$ cat src/rtl/noc_port_fifo_if.sv
// Write/read handshake and status bundle between a router input-port buffer and its neighbours.
// master: link receiver / allocator side; slave: the buffer itself.
interface noc_port_fifo_if #(
    parameter int DATA_W = 8,
    parameter int DEPTH  = 8
);
    localparam int CNT_W = $clog2(DEPTH) + 1;

    logic              write;
    logic [DATA_W-1:0] data_in;
    logic              read;
    logic [DATA_W-1:0] data_out;
    logic              data_valid;
    logic              full;
    logic              empty;
    logic              almost_full;
    logic [CNT_W-1:0]  count;
    logic              overflow;
    logic              underflow;

    modport master (
        output write, data_in, read,
        input  data_out, data_valid, full, empty, almost_full, count, overflow, underflow
    );

    modport slave (
        input  write, data_in, read,
        output data_out, data_valid, full, empty, almost_full, count, overflow, underflow
    );
endinterface

$ cat src/rtl/noc_port_fifo.sv
// Router input-port flit buffer with registered status flags and occupancy count; FIFO_ERR_EN adds sticky overflow/underflow.
// Latency: one cycle from accepted read to data_out/data_valid; no empty bypass.
// Backpressure: writes dropped when full unless a read frees a slot the same cycle; reads ignored when empty.
module noc_port_fifo #(
    parameter int DATA_W   = 8,
    parameter int DEPTH    = 8,
    parameter int AF_LEVEL = 6
) (
    input  logic            clk,
    input  logic            rst,
    noc_port_fifo_if.slave  port
);
    localparam int PTR_W = $clog2(DEPTH);
    localparam int CNT_W = PTR_W + 1;

    logic [DATA_W-1:0] mem [DEPTH];
    logic [PTR_W-1:0]  wptr, rptr;
    logic [CNT_W-1:0]  count_q, count_nxt;
    logic [DATA_W-1:0] data_out_q;
    logic              data_valid_q;
    logic              full_q, empty_q, almost_full_q;
    logic              wr_ok, rd_ok;

    // Flags are registered, so a read freeing a slot is what lets a full-cycle write through.
    assign wr_ok = port.write & (~full_q | port.read);
    assign rd_ok = port.read & ~empty_q;

    always_comb begin
        count_nxt = count_q;
        if (wr_ok && !rd_ok)
            count_nxt = count_q + CNT_W'(1);
        else if (rd_ok && !wr_ok)
            count_nxt = count_q - CNT_W'(1);
    end

    always_ff @(posedge clk or negedge rst) begin
        if (!rst) begin
            wptr          <= '0;
            rptr          <= '0;
            count_q       <= '0;
            data_out_q    <= '0;
            data_valid_q  <= 1'b0;
            full_q        <= 1'b0;
            empty_q       <= 1'b1;
            almost_full_q <= 1'b0;
        end else begin
            count_q       <= count_nxt;
            full_q        <= (count_nxt == CNT_W'(DEPTH));
            empty_q       <= (count_nxt == '0);
            almost_full_q <= (count_nxt >= CNT_W'(AF_LEVEL));
            data_valid_q  <= rd_ok;
            if (wr_ok)
                wptr <= wptr + PTR_W'(1);
            if (rd_ok) begin
                rptr       <= rptr + PTR_W'(1);
                data_out_q <= mem[rptr];
            end
        end
    end

    // Storage is not reset; the rst term keeps a write coinciding with reset from landing.
    always_ff @(posedge clk) begin
        if (wr_ok && rst)
            mem[wptr] <= port.data_in;
    end

`ifdef FIFO_ERR_EN
    logic overflow_q, underflow_q;

    always_ff @(posedge clk or negedge rst) begin
        if (!rst) begin
            overflow_q  <= 1'b0;
            underflow_q <= 1'b0;
        end else begin
            if (port.write && full_q && !port.read)
                overflow_q <= 1'b1;
            if (port.read && empty_q)
                underflow_q <= 1'b1;
        end
    end

    assign port.overflow  = overflow_q;
    assign port.underflow = underflow_q;
`else
    assign port.overflow  = 1'b0;
    assign port.underflow = 1'b0;
`endif

    assign port.data_out    = data_out_q;
    assign port.data_valid  = data_valid_q;
    assign port.full        = full_q;
    assign port.empty       = empty_q;
    assign port.almost_full = almost_full_q;
    assign port.count       = count_q;
endmodule
$ cat src/flat_wrapper.sv
// flat-port wrapper written by rule: the top's interface ports become plain ports
module noc_port_fifo_flat 
#(
    parameter int DATA_W   = 8,
    parameter int DEPTH    = 8,
    parameter int AF_LEVEL = 6
)
  (clk, rst, port_write, port_data_in, port_read, port_data_out, port_data_valid, port_full, port_empty, port_almost_full, port_count, port_overflow, port_underflow);
  noc_port_fifo_if #(.DATA_W(DATA_W), .DEPTH(DEPTH)) port_i ();
  input  logic clk;
  input  logic rst;
  input wire logic [$bits(port_i.write)-1:0] port_write;
  input wire logic [$bits(port_i.data_in)-1:0] port_data_in;
  input wire logic [$bits(port_i.read)-1:0] port_read;
  output wire logic [$bits(port_i.data_out)-1:0] port_data_out;
  output wire logic [$bits(port_i.data_valid)-1:0] port_data_valid;
  output wire logic [$bits(port_i.full)-1:0] port_full;
  output wire logic [$bits(port_i.empty)-1:0] port_empty;
  output wire logic [$bits(port_i.almost_full)-1:0] port_almost_full;
  output wire logic [$bits(port_i.count)-1:0] port_count;
  output wire logic [$bits(port_i.overflow)-1:0] port_overflow;
  output wire logic [$bits(port_i.underflow)-1:0] port_underflow;
  assign port_i.write = port_write;
  assign port_i.data_in = port_data_in;
  assign port_i.read = port_read;
  assign port_data_out = port_i.data_out;
  assign port_data_valid = port_i.data_valid;
  assign port_full = port_i.full;
  assign port_empty = port_i.empty;
  assign port_almost_full = port_i.almost_full;
  assign port_count = port_i.count;
  assign port_overflow = port_i.overflow;
  assign port_underflow = port_i.underflow;
  noc_port_fifo #(.DATA_W(DATA_W), .DEPTH(DEPTH), .AF_LEVEL(AF_LEVEL)) u_core (.clk(clk), .rst(rst), .port(port_i));
endmodule
$ cat config.mk
export PLATFORM = sky130hd
export DESIGN_NAME = noc_port_fifo_flat
export DESIGN_NICKNAME = d
export VERILOG_FILES = /design/src/rtl/noc_port_fifo_if.sv /design/src/rtl/noc_port_fifo.sv /design/src/flat_wrapper.sv
export SDC_FILE = /design/constraint.sdc
export NUM_CORES = 1
export LEC_CHECK = 0
export CAP_MARGIN = 20
export CORE_UTILIZATION = 61
export DETAILED_ROUTE_END_ITERATION = 8
export PLACE_DENSITY = 0.84
export SLEW_MARGIN = 20
export SYNTH_ARGS = -nofsm -noshare
export SYNTH_HDL_FRONTEND = slang
export SYNTH_SLANG_ARGS = --single-unit
$ cat constraint.sdc
create_clock -name clk -period 2.88 [get_ports clk]
set_input_delay 0.576 -clock clk [delete_from_list [all_inputs] [get_ports clk]]
set_output_delay 0.576 -clock clk [all_outputs]
set_load 0.01 [all_outputs]
==> out/qor.yml <==
areaGrowthSynthToFinish_pct: 17.1
setup.worst_path.end_class: "register"
ant_nets: 0
clock_latency_ns: 0.34
rows: 27
synth.top_cell.area_share: 0.555
whs_ns: 0.489
die_h_um: 77.4
path_max_fanout: 10
start_util: 0.629
overflow: 0
synth-compound-area-share: 0.0325
core_um2: 5510
post_cts_buffers: 0
cts_sinks: 86
critPathRequiredTime_ns: 2.93
cts_max_path_buffers: 2
die_area_um2: 5990
num_vias: 1860
final_nets: 259
fillers: 346
synth_area_leaders: "edfxtp_1 55%, dfrtp_1 15%, mux4_2 10%"
post-dp-hpwl_um: 4180
ir_drop_mv: 0.550
regArea_um2: 2470
post-place-cells: 304
final_layout_size_suffix_gt1_frac: 0.230
utilization: 0.737
drc: 0
maxUsedRoutingLayer: "met4"
path_cells: "clkdlybuf4s50_1, and2_4, nand2_1, nor3_1, buf_4"
synthCells: 198
synth.avg_cell_area_um2: 17.5
synthMuxAreaShare: 0.130
synth_top_family_by_area: "multiplexers"
antenna_found_initial: 0
hold-path-cell-count: 2
synth_warnings: 0
wl_met3_um: 153
synthesis.area_um2: 3460
wire_per_inst_um: 19.0
critical-path-top-delay-family: "buffers and inverters"
crit_type: "primary input to register"
cap_violations: 0
synth_xor_area_frac: 0.0173
antenna_cells: 0
fin_crit_ns: 2.09
routed-wl-met2_um: 3170
synth_area_leader_cell: "edfxtp_1"
clockRootBuffer: "clkbuf_8"
hold_class: "register to register"
final_common_cell: "edfxtp_1"
fp.dieW_um: 77.4
start_kind: "primary input"
io-pin-count: 30
layout_common_cells: "64 x edfxtp_1, 27 x clkdlybuf4s50_1, 21 x dfrtp_1, 20 x nand2_1"
clk_pin_slew_ns: 0.08
grt.total_usage: 0.225
cts_hold_buf: 0
drt_iter0_markers: 153
dr.pass1.iters: 4
worstMarginPinSlew_ns: 0.698
clock_skew_ns: 0.0128
ctsResizeCount: 0
leakage_nw: 1.48
multi_input_area_um2: 920
crit_arrival_ns: 2.15
slowest_delay_ns: 0.66
place_congestion: 0.839
worstReg2RegEnd: "u_core.port.full"
synthDistinctLibCells: 37
finalNonFillerCells: 320
grt_pass1_vias: 1844
cp.buffers_inverters: 2
powerDensity_nw_per_um2: 911
hold_start: "u_core.port.data_out[2]"
dp_slack_ns: 0.428
crit_cells: 5
grt_pass1_wl_um: 9490
drv_slew: 0
grt_max_degree: 26
rr_worst_depth: 6
hold_end: "u_core.port.data_out[2]"
final-hold-violation-count: 0
setup_slack_ns: 0.786
setup_viol: 0
r2r-start: "u_core.port.empty"
outcome: "completed"
max_slew_margin: 0.535
grt_setup_unrepaired: "false"
slowest_stage: "clkdlybuf4s50_1"
fmax_mhz: 478
crit_start: "port_write"
cts_buffers: 9
fin_crit_sh: 0.727
r2r_setup_slack_ns: 0.94
postRouteWirelength_um: 6090
synthSimpleGateAreaFrac: 0.0690
fin_tns_setup_ns: 0
vias_per_cell: 5.81
cts-htree-levels: 3
drt-met1-wl_um: 2670
io_buffers: 27
synthAdderAreaFrac: 0.0144
ys_seq_area_frac: 0.714
synth-seq-cells: 86
cts_tree: "built"
cell usage after synthesis, drive strengths merged:
| master | n |
|---|---|
| xor2 | 1 |
| and3 | 1 |
| o221a | 1 |
| ha | 4 |
| nor2b | 1 |
| and3b | 1 |
| nand3 | 4 |
| mux2i | 9 |
| o31ai | 1 |
| a32oi | 1 |
| nor3 | 5 |
| dfstp | 1 |
| dfrtp | 21 |
| inv | 3 |
| and2 | 1 |
| o21bai | 1 |
| edfxtp | 64 |
| or3b | 1 |
| nor4 | 2 |
| mux4 | 16 |
| o21ai | 9 |
| nor2 | 6 |
| buf | 10 |
| nand2b | 3 |
| xnor2 | 5 |
| o22ai | 1 |
| nor3b | 1 |
| conb | 1 |
| a21oi | 1 |
| nand2 | 21 |
| a21o | 1 |
layout make-up:
| class | instances | area share |
|---|---|---|
| flip-flops and latches | 86 | 0.610 |
| multi-input cells | 100 | 0.227 |
| repair buffers | 43 | 0.0962 |
| clock buffers | 9 | 0.0305 |
| well taps | 72 | 0.0222 |
| clock inverters | 7 | 0.0120 |
| inverters | 3 | 0.00278 |
sequential cells by signal (all words and copies together), names as in the netlist:
signal,count
u_core.port.almost_full,1
u_core.mem,64
u_core.port.data_valid,1
u_core.rptr,3
u_core.port.count,4
u_core.port.full,1
u_core.port.empty,1
u_core.port.data_out,8
u_core.wptr,3
tightest hold or removal path, stage by stage (launching register included):
cell and delay (ns):
dfrtp_1 0.35, nand2_1 0.05, o21ai_0 0.06
kinds of logic (layout without fill, tap and decap cells):
family | count (synthesis) | in the layout
other cells | 1 | 2
flops | 86 | 86
buf+inv | 13 | 62
compound gates | 16 | 16
xor+xnor | 6 | 6
simple gates | 47 | 47
mux | 25 | 25
fa+ha+maj | 4 | 4
layer usage:
metal,up-vias,global-route usage
li1,844,-
met1,962,0.305
met2,47,0.365
met3,7,0.0353
met4,0,0.100
met5,-,0
power by group:
group	internal (mW)	total, mW	switching [mW]
clock	0.316	0.737	0.420
combinational	0.650	1.17	0.523
sequential	1.55	1.79	0.234
per-stage QoR:
stage	total power, mW	area [µm²]
global placement	2.96	3880
CTS	3.73	4060
global route	3.89	4060
floorplan	2.53	3470
detailed placement	2.99	3880
finish	3.70	4060
worst max path at each step:
stage / end / slack, ns
2_1_floorplan: u_core.mem[2][0] / 0.77
3_3_place_gp: u_core.mem[5][0] / 0.46
3_5_place_dp: u_core.mem[5][0] / 0.43
4_1_cts: u_core.mem[5][2] / 0.79
5_1_grt: u_core.port.full / 0.69
6_report: u_core.mem[5][0] / 0.79
(Power assumes the default switching activity.)
==> RTL edit 1 (same flow settings) <==
Build with the macro `FIFO_ERR_EN` defined.
--- a/src/rtl/noc_port_fifo.sv
+++ b/src/rtl/noc_port_fifo.sv
@@ -1,6 +1,8 @@
 // Router input-port flit buffer with registered status flags and occupancy count; FIFO_ERR_EN adds sticky overflow/underflow.
 // Latency: one cycle from accepted read to data_out/data_valid; no empty bypass.
 // Backpressure: writes dropped when full unless a read frees a slot the same cycle; reads ignored when empty.
+`define FIFO_ERR_EN
+
 module noc_port_fifo #(
     parameter int DATA_W   = 8,
     parameter int DEPTH    = 8,
Check against the original RTL: not equivalent (a bounded check fails within 4 cycles, from zero or initial values and one cycle with rst low).
==> RTL edit 1 against the original RTL <==
Core utilization grew 2.4 points; sequential share of layout area shrank 1.1 points; sequential cell count increased by 2; wire length grew 3.6%; clock power up 36%; design area increased by 3.9%; critical path depth fell by 1; area after synthesis rose by 2.4%; total power is 9.9% higher; worst setup slack gained 24 ps; critical path type unchanged.
==> RTL edit 1: results (changes against the original RTL) <==
The final routed wirelength across all metal layers was 6.31 mm (+3.6%). The tools report the worst slack at placement as 481 ps (+53.1 ps). Leakage power: 1.52 nW (+2.4%).

For the number of distinct library cell variants in the gate-level netlist after synthesis, the log shows 38 (+2.7%). The global router's overall resource usage came out at 23.0% (+0.56 points). For the final cell count without fillers, the log shows 323 (+0.94%). The tools report the via count of the first global-routing pass as 1,894 (+2.7%).

The total number of vias was 1,916 (+3.0%). After synthesis, the cell types taking the most area are sky130_fd_sc_hd__edfxtp_1 54%, sky130_fd_sc_hd__dfrtp_1 16%, sky130_fd_sc_hd__mux4_2 10%. For the worst clock skew, the log shows 6.42 ps (-6.38 ps). The run gives 201 (+1.5%) as the synthesized netlist cell count.

The logs give 262 (+1.2%) for the net count of the finished layout and 9.83 mm (+3.6%) for the first-pass GRT wire length. The placed cell area is 3970 um2 (+2.3%), and the transition at the pin with the smallest max-transition slack is 853 ps (+155 ps). The critical path data arrival time was 2130 ps (-20 ps). The run gives 0.723 mV (+32%) as the maximum vdd drop. The share of flip-flops with an asynchronous set or reset after synthesis is 27.3% (+1.7 points). Post-synthesis mux area share: 12.7% (-0.27 points). The flow ran to the end, and the final reports show no timing, DRC or antenna violations. Largest fanout of any net on the critical path: 12 (+2). In the synthesized netlist, the cells that appear most often are 64 x sky130_fd_sc_hd__edfxtp_1, 23 x sky130_fd_sc_hd__dfrtp_1, 16 x sky130_fd_sc_hd__mux4_2, 16 x sky130_fd_sc_hd__nand2_1, 9 x sky130_fd_sc_hd__o21ai_0.

The post-synthesis compound-gate area fraction is 4.27% (+1.0 points). Share of cells above drive strength 1: 22.3% (-0.67 points). The total of fill cells in the finished design is 345 (-0.29%), and the largest net degree at the start of global routing is 28 (+7.7%). The tools report the half-perimeter wire length after placement as 4.05 mm (-3.1%).
RTL edit 1: changes by cell type in the layout (fill, tap and decap cells not counted), moves of 3 or more:
cell / unedited run / this run
sky130_fd_sc_hd__and2_1: 0 / 3
sky130_fd_sc_hd__buf_4: 16 / 13
sky130_fd_sc_hd__bufinv_16: 0 / 3
sky130_fd_sc_hd__nand2_1: 20 / 16
sky130_fd_sc_hd__o21ai_0: 3 / 9
sky130_fd_sc_hd__o21ai_1: 6 / 0
RTL edit 1: cell type report:
type / count / share of cell area, %
multi-input cells: 101 / 22.7
flip-flops and latches: 88 / 59.9
repair buffers: 42 / 9.20
clock buffers: 9 / 2.94
well taps: 72 / 2.14
inverters: 4 / 0.356
clock inverters: 7 / 2.82
RTL edit 1: worst paths after layout:
kind                                         startpoint                 endpoint  slack (ps)  cells past startpoint
worst max-delay path                         port_write         u_core.mem[5][5]         810                      4
worst min-delay path            u_core.port.data_out[0]  u_core.port.data_out[0]         480                      2
worst max register to register     u_core.port.count[0]         u_core.port.full        1050                      7
worst min register to register  u_core.port.data_out[0]  u_core.port.data_out[0]         480                      2
max in group asynchronous                           rst        u_core.port.empty        1950                      2
min in group asynchronous                           rst           u_core.wptr[0]         620                      2
RTL edit 1: worst max-delay path, stage by stage:
cell,delay (ps)
sky130_fd_sc_hd__clkdlybuf4s50_1,780
sky130_fd_sc_hd__nand3_1,230
sky130_fd_sc_hd__nor3_1,330
sky130_fd_sc_hd__buf_4,220
RTL edit 1: kinds of logic (layout without fill, tap and decap cells):
family / count (synthesis) / count (layout)
mux: 25 / 25
compound gates: 21 / 21
simple gates: 44 / 44
buf+inv: 12 / 62
xor+xnor: 6 / 6
flops: 88 / 88
fa+ha+maj: 5 / 5
RTL edit 1: where the power goes:
group          leakage (nW)  internal, mW  switching, mW  total, mW
logic                 0.539         0.685          0.527       1.21
registers             0.861          1.60          0.250       1.85
clock network         0.116         0.577          0.423       1.00
RTL edit 1: per-layer routing:
metal	share of wire, %	up-vias	GRT usage [%]
met5	0	-	0
met4	1.7	0	10.2
met3	3.7	11	4.19
met2	50	58	38.0
met1	44	984	30.3
li1	-	863	-
==> RTL edit 2 (config.mk and constraints unchanged) <==
Made on the original files. `DEPTH` is set to 8 in 3 places; all go to 16.
--- a/src/rtl/noc_port_fifo_if.sv
+++ b/src/rtl/noc_port_fifo_if.sv
@@ -2,7 +2,7 @@
 // master: link receiver / allocator side; slave: the buffer itself.
 interface noc_port_fifo_if #(
     parameter int DATA_W = 8,
-    parameter int DEPTH  = 8
+    parameter int DEPTH  = 16
 );
     localparam int CNT_W = $clog2(DEPTH) + 1;
 
--- a/src/rtl/noc_port_fifo.sv
+++ b/src/rtl/noc_port_fifo.sv
@@ -3,7 +3,7 @@
 // Backpressure: writes dropped when full unless a read frees a slot the same cycle; reads ignored when empty.
 module noc_port_fifo #(
     parameter int DATA_W   = 8,
-    parameter int DEPTH    = 8,
+    parameter int DEPTH    = 16,
     parameter int AF_LEVEL = 6
 ) (
     input  logic            clk,
--- a/src/flat_wrapper.sv
+++ b/src/flat_wrapper.sv
@@ -2,7 +2,7 @@
 module noc_port_fifo_flat 
 #(
     parameter int DATA_W   = 8,
-    parameter int DEPTH    = 8,
+    parameter int DEPTH    = 16,
     parameter int AF_LEVEL = 6
 )
   (clk, rst, port_write, port_data_in, port_read, port_data_out, port_data_valid, port_full, port_empty, port_almost_full, port_count, port_overflow, port_underflow);
Ports: changed (resized port_count); port bits go from 30 to 31. No check against the original RTL was run, so the function may have changed too.
==> RTL edit 2 against the original RTL <==
Sequential cell count up 67; wire length up 110%; total power up 90%; worst setup slack worse by 240 ps; largest power group unchanged; area after synthesis up 81%; critical endpoint is now port_empty; clock power rose to 2.8 times the old value; design area up 79%.
==> RTL edit 2: results (changes against the original RTL) <==
The clock transition at the register clock pins on the worst setup and hold paths after CTS is 60 ps (-20 ps), and the wire length on met1 is 5.27 mm (+98%). The worst slew margin relative to its limit is 50.1% (-3.4 points). The sort of element at the start of the critical path is a register. Sorting the synthesized cells by area gives the leading types as sky130_fd_sc_hd__edfxtp_1 61%, sky130_fd_sc_hd__mux2i_1 10%, sky130_fd_sc_hd__dfrtp_1 9.6%. The run gives 4 (+1) as the number of levels in the clock H-tree. The dominant delay contributor by cell family on the critical path is flip-flops. The largest net degree at the start of global routing was 33 (+27%); the number of enable-type register cells in the synthesized netlist was 128 (+100%). The largest fanout of any net on the critical path was 11 (+1).

The half-perimeter wire length after placement is 8.22 mm (+97%). The depth of the worst register-to-register path was 7 (+1). Routed length on met3: 1.01 mm (+560%). Number of register bits inferred by synthesis: 153 (+78%). From synthesis to final layout, the design area changed by 15.7%. For the final cell count without fillers, the log shows 589 (+84%).

The logs give 296 (+93%) for the count of routing violations after the opening detailed-route iteration and 19 (+10) for the clock buffer count. The synthesized netlist cell count came out at 404 (+100%). The sequential cell area share is 61.6% (+0.60 points), and the data-path buffer share of cell area in the final layout is 5.47% (-4.1 points).

The tools report the critical path data arrival time as 1760 ps (-390 ps). The share of cells above drive strength 1 was 11.0% (-12 points). Final estimated routing congestion in global placement: 0.811 (-3.4%).

The worst clock skew came out at 9.03 ps (-3.77 ps). The path class of the tightest hold or removal check is input pin to asynchronous set/reset pin. The via count of the first global-routing pass was 3,610 (+96%). The share of flip-flops with an asynchronous set or reset after synthesis works out to 16.3% (-9.2 points).

Number of distinct library cell variants in the gate-level netlist after synthesis: 48 (+30%). The leakage power was 2.69 nW (+82%). The flow ran to the end, and the final reports show no timing, DRC or antenna violations. The tools report the insertion delay of the later-clocked pin in the worst-skew pair as 520 ps (+180 ps).

The fraction of standard cell area in multi-input logic came out at 22.7% (about the same). The net switching fraction of the power is 31.5% (-0.33 points), and the final-layout clock-cell area share is 7.56% (+3.3 points). The total number of vias is 3,682 (+98%), and the final routed wirelength across all metal layers is 12.8 mm (+110%).

By count the netlist is led by 128 x sky130_fd_sc_hd__edfxtp_1, 64 x sky130_fd_sc_hd__mux2i_1, 24 x sky130_fd_sc_hd__dfrtp_1, 24 x sky130_fd_sc_hd__o22ai_1. The register-to-register setup slack was 680 ps (-260 ps); the total of fill cells in the finished design was 588 (+70%). The logs give 0.582 mV (+5.8%) for the maximum vdd drop and 111 ps (-317 ps) for the worst slack at placement.

Buffer count excluding the clock tree in the final layout: 42 (-2.3%). The logs give 71.2% (-0.21 points) for the sequential cell area fraction in the yosys report and 10,700 um2 (+79%) for the total die area. The worst register-to-register path begins at u_core.port.count[1]. The number of buffer cells added on primary ports came out at 28 (+3.7%).

The run gives 5 (+1) as the length of the first detailed-routing pass in iterations.
-- RTL edit 2: cell count changes in the layout (fill, tap and decap cells not counted), sizes merged, moves of 10 or more --
| cell | change |
|---|---|
| mux4 | -16 |
| mux2i | +55 |
| o22ai | +23 |
| clkbuf | +10 |
| edfxtp | +64 |
| nand2 | -11 |
| and3 | +16 |
-- RTL edit 2: logic make-up (layout without fill, tap and decap cells) --
logic type	Yosys count	count (layout)	share of synthesized area [%]
other cells	1	2	0.0597
fa+ha+maj	7	7	1.39
mux	64	64	10.2
xor+xnor	10	10	1.39
compound gates	60	60	5.98
simple gates	77	77	7.13
buf+inv	32	83	2.65
flops	153	153	71.2
-- RTL edit 2: worst max path at each step --
stage | start | end | slack [ps] | cells after the start
5_1_grt | u_core.port.empty | port_empty | 480 | 1
6_report | u_core.port.empty | port_empty | 540 | 1
2_1_floorplan | u_core.port.count[0] | u_core.port.full | 840 | 7
3_5_place_dp | port_write | u_core.mem[0][1] | 110 | 6
4_1_cts | u_core.port.empty | port_empty | 530 | 1
3_3_place_gp | port_write | u_core.mem[1][0] | 160 | 6
-- RTL edit 2: power by group through the flow --
stage,combinational (mW),clock (mW),sequential [mW]
3_5_place_dp,1.94,0,3.03
4_1_cts,1.96,2.07,2.99
3_3_place_gp,1.88,0,3.01
6_report,1.97,2.05,2.99
2_1_floorplan,1.37,0,2.89
5_1_grt,2.12,2.16,3.03
-- RTL edit 2: per-stage QoR --
step                hold WS [ps]  power, mW
floorplan                    280       4.26
global placement             483       4.90
detailed placement           492       4.97
CTS                          462       7.02
global route                 485       7.32
finish                       489       7.01
-- RTL edit 2: per-layer routing --
layer  track usage [%]  vias to the layer above
met5                 0                        -
met4              11.9                        0
met3              5.91                       27
met2              41.7                      205
met1              36.1                     1808
li1                  -                     1642
